$ cat config.mk
export PLATFORM = sky130hd
export DESIGN_NAME = i2s_mic_rx
export DESIGN_NICKNAME = d
export VERILOG_FILES = /design/src/rtl/i2s_mic_rx.sv
export SDC_FILE = /design/constraint.sdc
export NUM_CORES = 1
export LEC_CHECK = 0
export ABC_AREA = 0
export CAP_MARGIN = 30
export CORE_MARGIN = 2
export CORE_UTILIZATION = 35
export DETAILED_ROUTE_END_ITERATION = 10
export PLACE_DENSITY = 0.53
export SKIP_LAST_GASP = 1
export SLEW_MARGIN = 40
export SYNTH_ARGS = -nofsm -noshare
export SYNTH_HDL_FRONTEND = slang
export SYNTH_SLANG_ARGS = --single-unit
$ cat constraint.sdc
create_clock -name clk -period 2.6 [get_ports clk]
set_input_delay 0.39 -clock clk [delete_from_list [all_inputs] [get_ports clk]]
set_output_delay 0.39 -clock clk [all_outputs]
set_load 0.05 [all_outputs]
$ cat src/rtl/i2s_mic_rx.sv
// I2S master receiver for a stereo MEMS mic pair: derives SCK/WS from clk and
// deserialises mic_sd into one signed DATA_W sample per slot with a valid strobe.
module i2s_mic_rx #(
  parameter int CLK_DIV = 4,
  parameter int DATA_W  = 24,
  parameter int SLOT_W  = 32
) (
  input  logic              clk,
  input  logic              rst,
  input  logic              en,
  input  logic              mic_sd,
  output logic              mic_sck,
  output logic              mic_ws,
  output logic [DATA_W-1:0] mic_data,
  output logic              mic_ch,
  output logic              mic_valid,
  output logic              frame_done,
  output logic              busy
);
  localparam int FRAME_W = 2 * SLOT_W;
  localparam int DIV_BW  = (CLK_DIV > 1) ? $clog2(CLK_DIV) : 1;
  localparam int FB_BW   = $clog2(FRAME_W);

  typedef enum logic [1:0] {IDLE, RUN, DRAIN} state_t;

  state_t              r_state, w_next;
  logic [DIV_BW-1:0]   r_div_cnt;
  logic [FB_BW-1:0]    r_fbit, w_fbit_nxt, w_s;
  logic [DATA_W-2:0]   r_shift;
  logic [DATA_W-1:0]   r_data;
  logic                r_sck, r_ws, r_ch, r_valid, r_fd;
  logic                w_tick, w_rise, w_fall, w_wrap, w_cap, w_last;

  assign w_tick     = (r_state != IDLE) && (r_div_cnt == DIV_BW'(CLK_DIV - 1));
  assign w_rise     = w_tick && !r_sck;
  assign w_fall     = w_tick && r_sck;
  assign w_wrap     = w_fall && (r_fbit == FB_BW'(FRAME_W - 1));
  assign w_fbit_nxt = w_wrap ? '0 : r_fbit + 1'b1;
  // r_ws tracks fbit >= SLOT_W, so it selects the slot-relative bit index
  assign w_s        = r_ws ? r_fbit - FB_BW'(SLOT_W) : r_fbit;
  assign w_cap      = w_rise && (w_s != '0) && (w_s <= FB_BW'(DATA_W));
  assign w_last     = w_rise && (w_s == FB_BW'(DATA_W));

  always_ff @(posedge clk or posedge rst) begin
    if (rst) r_state <= IDLE;
    else     r_state <= w_next;
  end

  always_comb begin
    w_next = r_state;
    case (r_state)
      IDLE:    if (en) w_next = RUN;
      RUN:     if (!en) w_next = DRAIN;
      DRAIN:   if (en) w_next = RUN;
               else if (w_wrap) w_next = IDLE;
      default: w_next = IDLE;
    endcase
  end

  always_ff @(posedge clk or posedge rst) begin
    if (rst) begin
      r_div_cnt <= '0;
      r_sck     <= 1'b0;
      r_ws      <= 1'b0;
      r_fbit    <= '0;
      r_shift   <= '0;
      r_data    <= '0;
      r_ch      <= 1'b0;
      r_valid   <= 1'b0;
      r_fd      <= 1'b0;
    end else begin
      r_valid <= 1'b0;
      r_fd    <= 1'b0;
      if (r_state == IDLE) begin
        r_div_cnt <= '0;
        r_sck     <= 1'b0;
        r_ws      <= 1'b0;
        r_fbit    <= '0;
      end else begin
        r_div_cnt <= w_tick ? '0 : r_div_cnt + 1'b1;
        if (w_tick) r_sck <= ~r_sck;
        // WS is re-derived from the new frame position so it only moves on SCK fall
        if (w_fall) begin
          r_fbit <= w_fbit_nxt;
          r_ws   <= (w_fbit_nxt >= FB_BW'(SLOT_W));
        end
        if (w_cap) r_shift <= {r_shift[DATA_W-3:0], mic_sd};
        if (w_last) begin
          r_data  <= {r_shift, mic_sd};
          r_ch    <= r_ws;
          r_valid <= 1'b1;
          r_fd    <= r_ws;
        end
      end
    end
  end

  assign mic_sck    = r_sck;
  assign mic_ws     = r_ws;
  assign mic_data   = r_data;
  assign mic_ch     = r_ch;
  assign mic_valid  = r_valid;
  assign frame_done = r_fd;
  assign busy       = (r_state != IDLE);
endmodule

# Word level (Yosys, flattened, before mapping)

Index checks and enable logic that the tools add are counted.

Register bits: 62
Bits of input ports: 4
Output and inout bits: 30
Logic and storage cells: 60

$add $sub $neg: 3
$lt $le $gt $ge: 2
Equality and inequality tests: 8
Multiplexer cells: 19
Bitwise gates (word level): 2
Reduce and logical (&&, ||, !) cells: 16

Operators by type and width:

| cell                                                     | number |
|---|---|
| 2-to-1 mux 6 bit                                         | 4 |
| 2-to-1 mux 2 bit                                         | 6 |
| 2-to-1 mux 1 bit                                         | 8 |
| logical AND 1 bit                                        | 7 |
| adder 6 x 1 -> 6 bit, second input constant              | 1 |
| equality test 6 x 5 -> 1 bit, second input constant      | 1 |
| equality test 6 bit, second input constant               | 1 |
| greater-or-equal comparator 6 bit, second input constant | 1 |
| <= comparator 6 x 5 -> 1 bit, second input constant      | 1 |
| one-hot mux 2 bit (3 select lines)                       | 1 |
| nonzero test 2 bit                                       | 3 |
| nonzero test 6 bit                                       | 1 |
| subtractor 6 bit, second input constant                  | 1 |
| equality test 2 bit, second input constant               | 2 |
| != test 2 bit, second input constant                     | 2 |
| AND reduction 2 bit                                      | 2 |
| != test 3 bit, second input constant                     | 1 |
| AND reduction 3 bit                                      | 1 |
| adder 2 x 1 -> 2 bit, second input constant              | 1 |
| equality test 2 x 1 -> 1 bit, second input constant      | 1 |
| zero test 2 bit                                          | 1 |
| NOT 1 bit                                                | 2 |
| zero test 1 bit                                          | 1 |

# Longest topological paths before layout

Depth after elaboration: 8
Mapped depth: 7
Mapped depth without buffers: 6

# Least setup slack after synthesis

No wires, ideal clock.

Path kind: register to register
From: reg r_ws, in the netlist mic_ws
To: reg r_data[10], in the netlist mic_data[10]
Setup time: 125 ps
Arrival time: 1867 ps
Data required time: 2475 ps
Slack: 608 ps
Stages on the path, launching flop included: 7
Buffers on the path: 2
Period minus slack after synthesis: 1992 ps
Cell sequence: dfrtp_1 > xor2_2 > nor4b_4 > and3_1 > buf_6 > buf_12 > mux2_4

Longest elaborated chain between the ends: 4

Ends and longest elaborated chain:

| what                                 | RTL line | RTL |
|---|---|---|
| start, declared                      | 31       | `logic r_sck, r_ws, r_ch, r_valid, r_fd;` |
| start signal, assigned               | 85       | `r_ws <= (w_fbit_nxt >= FB_BW'(SLOT_W));` |
| 2-to-1 mux 6 bit                     | 40       | `assign w_s = r_ws ? r_fbit - FB_BW'(SLOT_W) : r_fbit;` |
| equality test 6 x 5 -> 1 bit         | 42       | `assign w_last = w_rise && (w_s == FB_BW'(DATA_W));` |
| logical AND 1 bit                    | 42       |  |
| AND reduction 2 bit (no source line) | --       |  |
| end signal, assigned                 | 89       | `r_data <= {r_shift, mic_sd};` |
| end, declared                        | 30       | `logic [DATA_W-1:0] r_data;` |

Every way passes these cells.
A chain may end at the register's enable or synchronous reset.

# Worst setup path after layout

From: reg r_state[1]
To: out busy

Longest elaborated chain between the ends: 1

Ends and longest elaborated chain:

| what                   | RTL line | RTL |
|---|---|---|
| start, declared        | 26       | `state_t r_state, w_next;` |
| start signal, assigned | 46       | `else r_state <= w_next;` |
| nonzero test 2 bit     | 104      | `assign busy = (r_state != IDLE);` |
| end, declared          | 18       | `output logic busy` |

Every way passes these cells.

==> parameters.txt <==
Parameter                              Value

Cells and area
  Layout Cells excl Fill ... between 300 and 400
  Fraction of layout instances using a drive strength above 1 ... 33.33%
  Footprint of the flip-flops and latches ... 0.001551 mm2
  Fill count ... 653
  Nets ... between 200 and 250
  Area added between synthesis and finish ... 21.86%
  Design Area, Final ... ~0.0032 mm2
  Diode count ... 0
  Multi-input gate area ... approximately 970 um2

Pwr
  Net Sw Frac ... 22.96%
  Sequential cell fraction of total power ... a little over half
  Areal power density over the cells ... between 500 and 600 mW/mm2
  Clk pwr share ... between 40% and 50%
  Logic pwr share ... approximately 6.8%
  Internal ... around 1.5 mW
  Maximum vdd drop ... 0.2817 mV
  Reported leakage power ... roughly 1.5 nW
  P_sw ... between 400 and 500 uW

CTS
  Number of buffers inserted during clock tree synthesis ... 9
  Max H-tree Level ... 3
  Post-cts resize count ... 0
  Clock root buffer master ... clkbuf_8
  Clock latency of the later-clocked register in the worst-skew pair ... roughly 0.33 ns
  Clock tree from TritonCTS ... built
  Number of clock sinks ... 62
  Clock transition at the register clock pins on the worst setup and hold paths after CTS ... around 0.060 ns
  Clock tree buffer depth ... 2
  Setup Fix Bufs, Post-CTS ... 0
  Cts-stage hold buffer count ... 0

Synthesis
  Gate count of the mapped netlist ... 172
  Synthesis Warnings ... 0
  Number of synthesized flops with an enable pin ... 0
  Synth cell types ... 40
  Leading register cell type out of synthesis ... dfrtp_1
  Area of the mapped netlist ... 0.002621 mm2
  Largest area contributor in the netlist ... dfrtp_1
  Number of register bits inferred by synthesis ... 62
  Fraction of post-synthesis cell area in the top cell type by area ... 59.19%
  Biggest area contributors in the synthesized netlist ... dfrtp_1 (59%), mux2_2 (13%), mux2_4 (10%)
  Register area share after synthesis ... 59.19%
  Post-synth ARST share ... between 90% and 100%
  Synthesized netlist net count ... between 150 and 200
  Average size of a mapped cell ... around 15 um2

Global route
  Via count of the first global-routing pass ... 1606
  Maximum number of pins on one net before global-route repair ... 28
  GRT Overall Usage ... 11.97%
  Total congestion overflow after global routing ... 0
  Global-route wire length before repair ... ~7600 um
  Antenna violations before repair ... 0

Worst setup path
  Kind of launch point of the worst setup path ... flip-flop
  Delay of the slowest critical-path stage ... between 0.7 and 0.8 ns
  Type of element capturing the critical path ... primary output
  Cell depth of the worst flop-to-flop path ... 5
  Slowest CP cell ... clkdlybuf4s50_1
  Capture instance of the worst register-to-register path ... mic_data[17]
  CP Data Arrival Time ... slightly above 2 ns
  Buffers & Inverters on Critical Path ... 2
  Reg-to-reg slack, setup ... about 0.58 ns
  Path type of the worst setup path ... flip-flop to primary output
  Worst path required time ... 2.21 ns
  Critical path peak fanout ... 8
  Stages on worst setup path ... 3
  Crit Reg-Reg Startpoint ... r_fbit[5]
  Family of cells with the greatest summed delay on the critical path ... buffers and inverters
  Critical path, cell by cell ... nor2_2, inv_1, clkdlybuf4s50_1
  Critical Path Start ... r_state[1]
  Critical Path Sink ... busy

Drt
  Number of DRC violations after detailed routing ... 0
  Met3 wire length ... approximately 180 um
  Via-to-Cell Ratio ... roughly 4.7
  Detailed Route Iter0 Violations ... 40
  Number of vias in the routed layout ... between 1k and 1.5k
  Antenna Nets Post-Route ... 0
  Post-Route M1 WL ... 1965 um
  Highest routed layer ... met4
  Detailed-route wire length ... ~4500 um
  Iteration count of the initial detailed-routing pass ... 4
  Average detailed-routed wire length per instance ... roughly 14 um
  Total met2 wirelength after detailed routing ... 2232 um

Placed design
  Count of buffers from port buffering ... 33
  Placer congestion estimate ... just under 0.8
  Placed instance count ... ~300
  Placed Area ... ~0.0030 mm2
  Post-placement setup slack ... ~0.50 ns
  Hpwl dp ... between 3000 and 4000 um

Floorplanning
  Core Rows ... 31
  Number of top-level design ports ... 34
  Floorplan Core Area ... slightly above 0.007 mm2
  Area of the die ... ~0.008 mm2
  Horizontal extent of the die ... 90.54 um
  Die height ... 90.54 um
  Initial cell density of the core ... a little over a third

STA
  RSZ-0062 raised after global routing ... false
  Peak Freq ... 406.9 MHz
  Total count of hold-check failures in the final report ... 0
  Slack of the critical path ... 0.1421 ns
  Sum Neg Setup Slack ... 0 ns
  Final setup violation count ... 0
  Clock skew after layout ... about 0.0059 ns
  Post-layout min period ... 2.458 ns
  Tcrit/Tclk final ... 94.53%
  Worst-Margin Slew ... about 0.57 ns
  Max transition margin ... around three fifths
  Max-slew violation count ... 0

Flow run
  Max Cap Violations ... 0

Status
  Status ... finished, final reports clean

Hold path
  Hold crit path type ... input port to asynchronous set/reset pin
## metrics by stage
stage | utilization, % | hold WS (ns) | power (mW)
2_1_floorplan | - | 0.4150 | 1.115
3_3_place_gp | 41.69 | 0.4361 | 1.159
3_5_place_dp | 41.69 | 0.4484 | 1.164
4_1_cts | 44.04 | 0.4543 | 1.935
5_1_grt | 44.04 | 0.4737 | 1.989
6_report | 44.04 | 0.4438 | 1.909
## cell type report
| type | instances | share of cell area [%] |
|---|---|---|
| Sequential cell | 62 | 48.57 |
| Clock buffer | 12 | 4.230 |
| Timing Repair Buffer | 38 | 11.52 |
| Inverter | 4 | 0.4700 |
| Multi-Input combinational cell | 98 | 30.24 |
| Clock inverter | 2 | 1.097 |
| Tap cell | 99 | 3.878 |
## state kept, by name, indices dropped and copies added, names as in the netlist, 2 cells and up
signal / count
mic_data: 24
r_shift: 23
r_fbit: 6
r_div_cnt: 2
r_state: 2
## cells by family after synthesis
| group | synth area share [%] |
|---|---|
| AOI/OAI and AO/OA | 4.392 |
| DFF | 59.19 |
| muxes | 23.58 |
| and+or+nand+nor | 5.824 |
| adders and majority gates | 1.432 |
| xor gates and xnor gates | 1.623 |
| buffers and inverters | 3.961 |
## power groups by stage
| stage | logic, mW | clock network, mW | registers [mW] |
|---|---|---|---|
| 2_1_floorplan | 0.0715 | 0 | 1.04 |
| 3_3_place_gp | 0.130 | 0 | 1.03 |
| 3_5_place_dp | 0.133 | 0 | 1.03 |
| 4_1_cts | 0.134 | 0.788 | 1.01 |
| 5_1_grt | 0.145 | 0.828 | 1.02 |
| 6_report | 0.130 | 0.766 | 1.01 |
## synth_stat cells, types with 2 or more instances
cell type	count
buf_4	2
nor3_1	2
inv_1	4
buf_6	2
mux2_2	30
a21oi_1	2
dfrtp_1	62
mux2_4	18
and3_1	2
nor2_1	5
buf_12	2
nand3_1	5
ha_1	3
and2_1	2
xor2_1	2
nand2_1	4
o21ai_0	2
## worst min-delay path by stage
stage / start / to / cells after the start
finish: rst / r_shift[8] / 2
detailed placement: r_div_cnt[0] / r_div_cnt[0] / 1
CTS: rst / mic_data[4] / 2
floorplan: r_div_cnt[0] / r_div_cnt[0] / 1
global route: r_div_cnt[0] / r_div_cnt[0] / 1
global placement: r_div_cnt[0] / r_div_cnt[0] / 1
## per-layer routing
metal / vias to the layer above / track usage, %
met5: - / 0
met4: 0 / 6.923
met3: 10 / 3.088
met2: 24 / 19.71
met1: 748 / 14.15
li1: 687 / -
## cells in the final DEF, fill, tap and decap left out, types with 3 or more instances in the layout
master	instances
mux2_2	30
dfrtp_1	62
clkbuf_8	9
buf_4	5
inv_1	3
nand3_1	5
nor2_1	5
clkbuf_1	3
nand2_1	4
ha_1	3
clkdlybuf4s50_1	33
mux2_4	18
(Power assumes the default switching activity.)
